**config.mk**
```make
export PLATFORM = sky130hd
export DESIGN_NAME = ps2_key_decoder
export DESIGN_NICKNAME = d
export VERILOG_FILES = /design/src/rtl/ps2_key_decoder.sv
export SDC_FILE = /design/constraint.sdc
export NUM_CORES = 1
export LEC_CHECK = 0
export BUFFER_PORTS_ARGS = -buffer_cell sky130_fd_sc_hd__buf_4
export CORE_MARGIN = 3
export CORE_UTILIZATION = 35
export DETAILED_ROUTE_END_ITERATION = 10
export PLACE_DENSITY = 0.62
export SYNTH_ARGS = -nofsm -noshare
export SYNTH_HDL_FRONTEND = slang
export SYNTH_SLANG_ARGS = --single-unit
```
**constraint.sdc**
```tcl
create_clock -name clk -period 2.4 [get_ports clk]
set_clock_uncertainty 0.2 [all_clocks]
set_input_delay 0.48 -clock clk [delete_from_list [all_inputs] [get_ports clk]]
set_output_delay 0.48 -clock clk [all_outputs]
set_load 0.03 [all_outputs]
```
**src/rtl/ps2_key_decoder.sv**
```systemverilog
// ps2_key_decoder: PS/2 keyboard receiver and game key decoder.
// Synchronizes and glitch-filters the PS/2 lines, frames 11-bit PS/2 words
// (start, 8 data LSB first, odd parity, stop), and maps E0/F0 prefixed scan
// codes to a 2-bit key pulse (01 left, 10 right, 11 space).
// Optional macro KEY_REPEAT_EN: when defined, repeated make codes each pulse.
module ps2_key_decoder #(
    parameter int unsigned FILTER_LEN     = 8,
    parameter int unsigned TIMEOUT_CYCLES = 13000
) (
    input  logic       clk,
    input  logic       rst_n,
    input  logic       ps2_clk,
    input  logic       ps2_data,
    output logic [1:0] key,
    output logic       frame_error
);

    localparam int unsigned FW = $clog2(FILTER_LEN + 1);
    localparam int unsigned TW = $clog2(TIMEOUT_CYCLES + 1);

    typedef enum logic [1:0] {S_IDLE, S_DATA, S_PARITY, S_STOP} state_t;

    logic          clk_s1_q, clk_s2_q, dat_s1_q, dat_s2_q;
    logic          filt_q, filt_d;
    logic [FW-1:0] fcnt_q, fcnt_d;
    logic          sample;

    state_t        state_q, state_d;
    logic [2:0]    bit_cnt_q, bit_cnt_d;
    logic [7:0]    shift_q, shift_d;
    logic          par_q, par_d;
    logic [TW-1:0] to_cnt_q, to_cnt_d;
    logic          byte_stb_q, byte_stb_d;
    logic          err_stb_q, err_stb_d;
    logic          timeout_hit;

    logic          ext_q, ext_d, brk_q, brk_d;
    logic [2:0]    held_q, held_d;
    logic [1:0]    key_q, key_d;
    logic          ferr_q, ferr_d;
    logic [1:0]    code;
    logic [2:0]    sel;

    // Glitch filter: the filtered level follows only after FILTER_LEN equal samples
    always_comb begin
        filt_d = filt_q;
        fcnt_d = '0;
        if (clk_s2_q != filt_q) begin
            if (fcnt_q == FW'(FILTER_LEN - 1)) begin
                filt_d = clk_s2_q;
            end else begin
                fcnt_d = fcnt_q + FW'(1);
            end
        end
    end

    assign sample = filt_q & ~filt_d;

    // Frame FSM next state: bit assembly, parity/stop checks and stall timeout
    always_comb begin
        state_d     = state_q;
        bit_cnt_d   = bit_cnt_q;
        shift_d     = shift_q;
        par_d       = par_q;
        to_cnt_d    = to_cnt_q;
        byte_stb_d  = 1'b0;
        err_stb_d   = 1'b0;
        timeout_hit = 1'b0;
        if (state_q == S_IDLE) begin
            to_cnt_d = '0;
            if (sample && !dat_s2_q) begin
                state_d   = S_DATA;
                bit_cnt_d = '0;
            end
        end else if (sample) begin
            to_cnt_d = '0;
            case (state_q)
                S_DATA: begin
                    shift_d   = {dat_s2_q, shift_q[7:1]};
                    bit_cnt_d = bit_cnt_q + 3'd1;
                    if (bit_cnt_q == 3'd7) state_d = S_PARITY;
                end
                S_PARITY: begin
                    par_d   = dat_s2_q;
                    state_d = S_STOP;
                end
                default: begin
                    if (dat_s2_q && (^{shift_q, par_q})) byte_stb_d = 1'b1;
                    else                                 err_stb_d  = 1'b1;
                    state_d = S_IDLE;
                end
            endcase
        end else if (to_cnt_q == TW'(TIMEOUT_CYCLES - 1)) begin
            timeout_hit = 1'b1;
            state_d     = S_IDLE;
        end else begin
            to_cnt_d = to_cnt_q + TW'(1);
        end
    end

    // Scan-code decoder: prefix flags, held flags and output pulses
    always_comb begin
        ext_d  = ext_q;
        brk_d  = brk_q;
        held_d = held_q;
        key_d  = '0;
        ferr_d = err_stb_q | timeout_hit;
        code   = 2'b00;
        if (ext_q && shift_q == 8'h6B)       code = 2'b01;
        else if (ext_q && shift_q == 8'h74)  code = 2'b10;
        else if (!ext_q && shift_q == 8'h29) code = 2'b11;
        case (code)
            2'b01:   sel = 3'b001;
            2'b10:   sel = 3'b010;
            2'b11:   sel = 3'b100;
            default: sel = 3'b000;
        endcase
        if (ferr_d) begin
            ext_d = 1'b0;
            brk_d = 1'b0;
        end else if (byte_stb_q) begin
            if (shift_q == 8'hE0) begin
                ext_d = 1'b1;
            end else if (shift_q == 8'hF0) begin
                brk_d = 1'b1;
            end else begin
                ext_d = 1'b0;
                brk_d = 1'b0;
                if (brk_q) begin
                    held_d = held_q & ~sel;
                end else begin
`ifdef KEY_REPEAT_EN
                    key_d = code;
`else
                    if ((held_q & sel) == 3'b000) key_d = code;
`endif
                    held_d = held_q | sel;
                end
            end
        end
    end

    // State registers; synchronizers and filter idle high like the PS/2 bus
    always_ff @(posedge clk or negedge rst_n) begin
        if (!rst_n) begin
            clk_s1_q   <= 1'b1;
            clk_s2_q   <= 1'b1;
            dat_s1_q   <= 1'b1;
            dat_s2_q   <= 1'b1;
            filt_q     <= 1'b1;
            fcnt_q     <= '0;
            state_q    <= S_IDLE;
            bit_cnt_q  <= '0;
            shift_q    <= '0;
            par_q      <= 1'b0;
            to_cnt_q   <= '0;
            byte_stb_q <= 1'b0;
            err_stb_q  <= 1'b0;
            ext_q      <= 1'b0;
            brk_q      <= 1'b0;
            held_q     <= '0;
            key_q      <= '0;
            ferr_q     <= 1'b0;
        end else begin
            clk_s1_q   <= ps2_clk;
            clk_s2_q   <= clk_s1_q;
            dat_s1_q   <= ps2_data;
            dat_s2_q   <= dat_s1_q;
            filt_q     <= filt_d;
            fcnt_q     <= fcnt_d;
            state_q    <= state_d;
            bit_cnt_q  <= bit_cnt_d;
            shift_q    <= shift_d;
            par_q      <= par_d;
            to_cnt_q   <= to_cnt_d;
            byte_stb_q <= byte_stb_d;
            err_stb_q  <= err_stb_d;
            ext_q      <= ext_d;
            brk_q      <= brk_d;
            held_q     <= held_d;
            key_q      <= key_d;
            ferr_q     <= ferr_d;
        end
    end

    assign key         = key_q;
    assign frame_error = ferr_q;

endmodule
```
# Word level (Yosys, flattened, before mapping)

Cells that the tools add are included.

Reductions and logical operators: 22
Mux-type cells: 47
Eq/ne operators: 19
Add/subtract/negate cells: 3
Bitwise gates (word level): 11

Operator list:

| operator                                                         | number |
|---|---|
| 14-bit 2-to-1 mux                                                | 3 |
| 2-bit 2-to-1 mux                                                 | 14 |
| 1-bit 2-to-1 mux                                                 | 21 |
| 8-bit by 7-bit == test with 1-bit output (second input constant) | 2 |
| 8-bit == test (second input constant)                            | 2 |
| 3-bit 2-to-1 mux                                                 | 5 |
| 14-bit by 1-bit adder with 14-bit output (second input constant) | 1 |
| 14-bit == test (second input constant)                           | 1 |
| 3-bit AND reduction                                              | 4 |
| 3-bit case mux with 3 select lines                               | 1 |
| 9-bit XOR reduction                                              | 1 |
| 8-bit by 6-bit == test with 1-bit output (second input constant) | 1 |
| 4-bit 2-to-1 mux                                                 | 2 |
| 3-bit bitwise AND                                                | 2 |
| 2-bit == test (second input constant)                            | 3 |
| 3-bit inequality test (second input constant)                    | 2 |
| 2-bit nonzero test                                               | 3 |
| 1-bit logical AND                                                | 5 |
| 1-bit inverter                                                   | 5 |
| 4-bit by 1-bit adder with 4-bit output (second input constant)   | 1 |
| 2-bit by 1-bit == test with 1-bit output (second input constant) | 2 |
| 4-bit by 3-bit == test with 1-bit output (second input constant) | 1 |
| 4-bit inequality test (second input constant)                    | 1 |
| 2-bit case mux with 2 select lines                               | 1 |
| 16 further kinds                                                 | 18 |

Output and inout bits: 3
Register bits: 47
Input bits: 4

# Logic depth before layout (Yosys ltp)

Depth after elaboration: 15
Gate-level depth with buffers: 7
Depth with buffers taken out: 6

# Worst setup path before layout

No wires, ideal clock.

Path kind: register to register
Start point: register state_q[0]
End point: register (tool-made name)
Cell stages (with the launch flop): 7
Setup slack: 0.397 ns
Arrival time: 1.723 ns
Library setup time: 0.079 ns
Buffers on the path: 1
Period minus slack after synthesis: 2.003 ns
Required time: 2.121 ns
Cells stage by stage: dfrtp_1 inv_1 ha_1 clkbuf_1 a21oi_1 a2111oi_0 mux2i_1

RTL lines:

| item                   | line | text |
|---|---|---|
| from (decl)            | 28   | `state_t state_q, state_d;` |
| from (signal assigned) | 171  | `state_q <= state_d;` |

==> results.md <==
* VDD IR-drop max at 0.000341 V
* Asr flop ratio synth at 100%
* Filler cell count at just over 600
* CP max stage cell: a2111oi_0
* Post-DP HPWL at around 2.9 mm
* Worst Tran Pin Value at around 0.56 ns
* Starting Density at approximately 37%
* Largest net degree at the start of global routing at 48
* Fraction of the mapped netlist area in adder cells at between 3 and 4%
* Max-cap viol count at 0
* Leakage dissipation at about 1.1 nW
* Area leader, netlist: dfrtp_1
* Switching Power at ~0.00036 W
* Ys flop type: dfrtp_1
* Comb power frac at under 10%
* Syn avg cell area at approximately 11 µm²
* Core area at ~6500 µm²
* Row count at 29
* Synth unique cells at 49
* Mapped cell area at about 2400 µm²
* Hold path depth at 1
* Status: complete, no violations
* Port-buffer cells at 6
* Critical Path AT at about 2.2 ns
* Crit. Startpoint: state_q[0]
* DP Cell Count at slightly below 300
* Sink Count at 47
* Slew Viols, Final at 0
* Syn. warnings at 0
* CP required at between 2 and 2.5 ns
* RSZ-0062 raised after global routing: false
* Grt total ovfl at 0
* CTS H-tree lvls at 2
* Max stage delay on crit path at about 0.58 ns
* Die ar. at between 7000 and 8000 µm²
* Global-route wire length before repair at 7.23 mm
* P_int at roughly 0.0012 W
* Min-delay worst type: in2reg
* CP Max Fanout at 10
* Top-area cell type share of the netlist area at 44.0%
* Die Span Y at 88.6 µm
* Crit Path Class: reg2reg
* Antenna diodes at 0
* Final Instance Count excl. Fillers at 303
* # setup viols final at 0
* Max_slew headroom at between 60% and 70%
* Placer congestion estimate at roughly 0.79
* Initial antenna violation count at 0
* Seq/Total Area, Yosys at 49.6%
* #FFs+latches synth at 47
* Compound-Gate Fraction of Synth Area at 9.07%
* Clock buffer depth at 2
* Routed Antenna Nets at 0
* Fin Setup TNS at 0 ns
* Die W at approximately 89 µm
* Number of global-route vias before repair at 1,579
* Hold Crit Start: ps2_clk
* Launch point of the worst reg-to-reg path: state_q[0]
* Syn nets at 224
* CTS root buf: clkbuf_8
* Post-synth EDFFs at 0
* IO Count at 7
* Synth Area in XOR/XNOR at roughly 7.0%
* Startpoint Class: flip-flop
* CTS buffer count at 5
* Initial DRC count at between 70 and 80
* Cells after Synth at about 210
* Clock-pin slew on the worst setup and hold paths at 0.09 ns
* Power density cells at 584 nW/µm²
* Remaining DRCs at 0
* # nets final at roughly 240
* Synth Area in Simple Gates at a little over a fifth
* CTS tree: yes
* Post-DR wirelength/cell at 13.7 µm
* Worst reg2reg path depth at 5
* Synth area leaders: dfrtp_1 (44%), dfstp_2 (5.5%), ha_1 (3.7%), mux2_2 (3.3%), xor2_1 (3.3%)
* Final hold violations at 0
* Area added between synthesis and finish at 10.8%
* Critical path, cell by cell: inv_1 > ha_1 > a21oi_1 > a2111oi_0 > mux2i_1
* Tmin final at about 2.2 ns
* Via count at 1,629
* Vias per cell at ~5.4
* Critical Path Sink Type: flip-flop
* Sw frac at 23.6%
* Register Area at 1180 µm²
* Area occupied by multi-input gates at roughly 1100 µm²
* Max Clk Rate at between 400 and 500 MHz
* Layout cell share with drive strength beyond 1 at around 15%
* Main combinational cell family by area after synthesis: simple AND/OR/NAND/NOR gates
* Final wirelength at between 4 and 5 mm
* Post-route clock period utilization at between 90% and 100%
* Clk_lat worst skew at 0.31 ns
* Total Routing Usage GR at around an eighth
* Hold worst-path end: clk_s1_q
* Mux contribution to synthesized area at 6.24%
* R2R Setup Slk at about 0.23 ns
* Seq pwr share at approximately 55%
* First-pass detailed-route iteration total at 4
* Clock power frac at between 30% and 40%
logic make-up after synthesis:
logic type	count (synthesis)
mux	14
xor+xnor	16
buf+inv	14
compound gates	30
simple gates	85
flops	47
fa+ha+maj	7
sequential cells by signal, indices dropped and copies added (netlist names), 2 cells and up, named ones only:
name       cells
fcnt_q         4
state_q        2
shift_q        8
key            2
bit_cnt_q      3
to_cnt_q      14
placed cells by master (no fill, tap or decap), types with 3 or more instances in the layout:
cell type / instances
nand2_1: 12
nand2b_1: 3
ha_1: 7
xor2_1: 9
mux2_2: 7
o2bb2ai_1: 3
nand4_1: 5
o21ai_0: 4
nor3_1: 4
mux2i_1: 7
a2111oi_0: 3
nor3b_1: 4
a21oi_1: 7
and3_1: 4
nand3_1: 8
nor2_1: 18
xnor2_1: 5
inv_1: 10
dfstp_2: 5
buf_4: 8
nor2b_1: 3
nor4b_1: 3
dfrtp_1: 42
clkbuf_8: 5
a22oi_1: 3
power by group through the flow:
| stage | Clock [W] | Sequential [W] | Combinational (W) |
|---|---|---|---|
| 4_1_cts | 0.000614 | 0.000857 | 0.0000996 |
| 6_report | 0.000593 | 0.000856 | 0.0000960 |
| 3_3_place_gp | 0 | 0.000871 | 0.0000988 |
| 5_1_grt | 0.000641 | 0.000863 | 0.000111 |
| 2_1_floorplan | 0 | 0.000867 | 0.0000661 |
| 3_5_place_dp | 0 | 0.000872 | 0.0000974 |
timing repair:
action,in CTS,in global routing
endpoints found under the hold margin,35,0
hold buffers,1,0
setup buffers,0,0
resized for setup,0,1
endpoints found under the setup margin,0,1
how the worst max path moves through the flow:
stage                 to  slack (ns)
3_5_place_dp   flip-flop        0.23
6_report       flip-flop        0.23
4_1_cts        flip-flop        0.21
3_3_place_gp   flip-flop        0.29
5_1_grt        flip-flop       0.004
2_1_floorplan  flip-flop        0.40
critical path: cells and delay by family, from the launching register on:
family          cells  cell delay, ns
fa+ha+maj           1            0.40
compound gates      2            0.78
flops               1            0.41
buf+inv             1            0.09
mux                 1            0.23
final cells by class:
type,count,area share [%]
Clock buffer,5,2.60
Tap cell,77,3.64
Timing Repair Buffer,9,2.65
Multi-Input combinational cell,152,43.3
Inverter,10,1.42
Clock inverter,3,1.66
Sequential cell,47,44.7
cell usage after synthesis (5+ instances only):
library cell	count
a21oi_1	7
dfrtp_1	42
dfstp_2	5
ha_1	7
inv_1	10
mux2_2	7
mux2i_1	7
nand2_1	12
nand3_1	8
nand4_1	5
nor2_1	18
xnor2_1	5
xor2_1	9
through the flow:
| stage | cell area, µm² | setup slack [ns] | hold WS, ns | utilization (%) | total power [W] |
|---|---|---|---|---|---|
| after floorplan | 2390 | 0.397 | -0.0156 | - | 0.000933 |
| after global placement | 2520 | 0.285 | 0.147 | 38.8 | 0.000970 |
| after detailed placement | 2520 | 0.233 | 0.147 | 38.8 | 0.000970 |
| after CTS | 2640 | 0.206 | 0.0611 | 40.7 | 0.00157 |
| after global routing | 2640 | 0.00420 | 0.0558 | 40.7 | 0.00161 |
| final | 2640 | 0.230 | 0.0734 | 40.7 | 0.00155 |
layer usage:
layer | GRT usage (%) | routed length (µm)
met1 | 16.5 | 2150
met2 | 17.3 | 1780
met3 | 3.07 | 118
met4 | 5.77 | 95
met5 | 0 | 0
No activity file was read; power rests on OpenSTA's default activity.
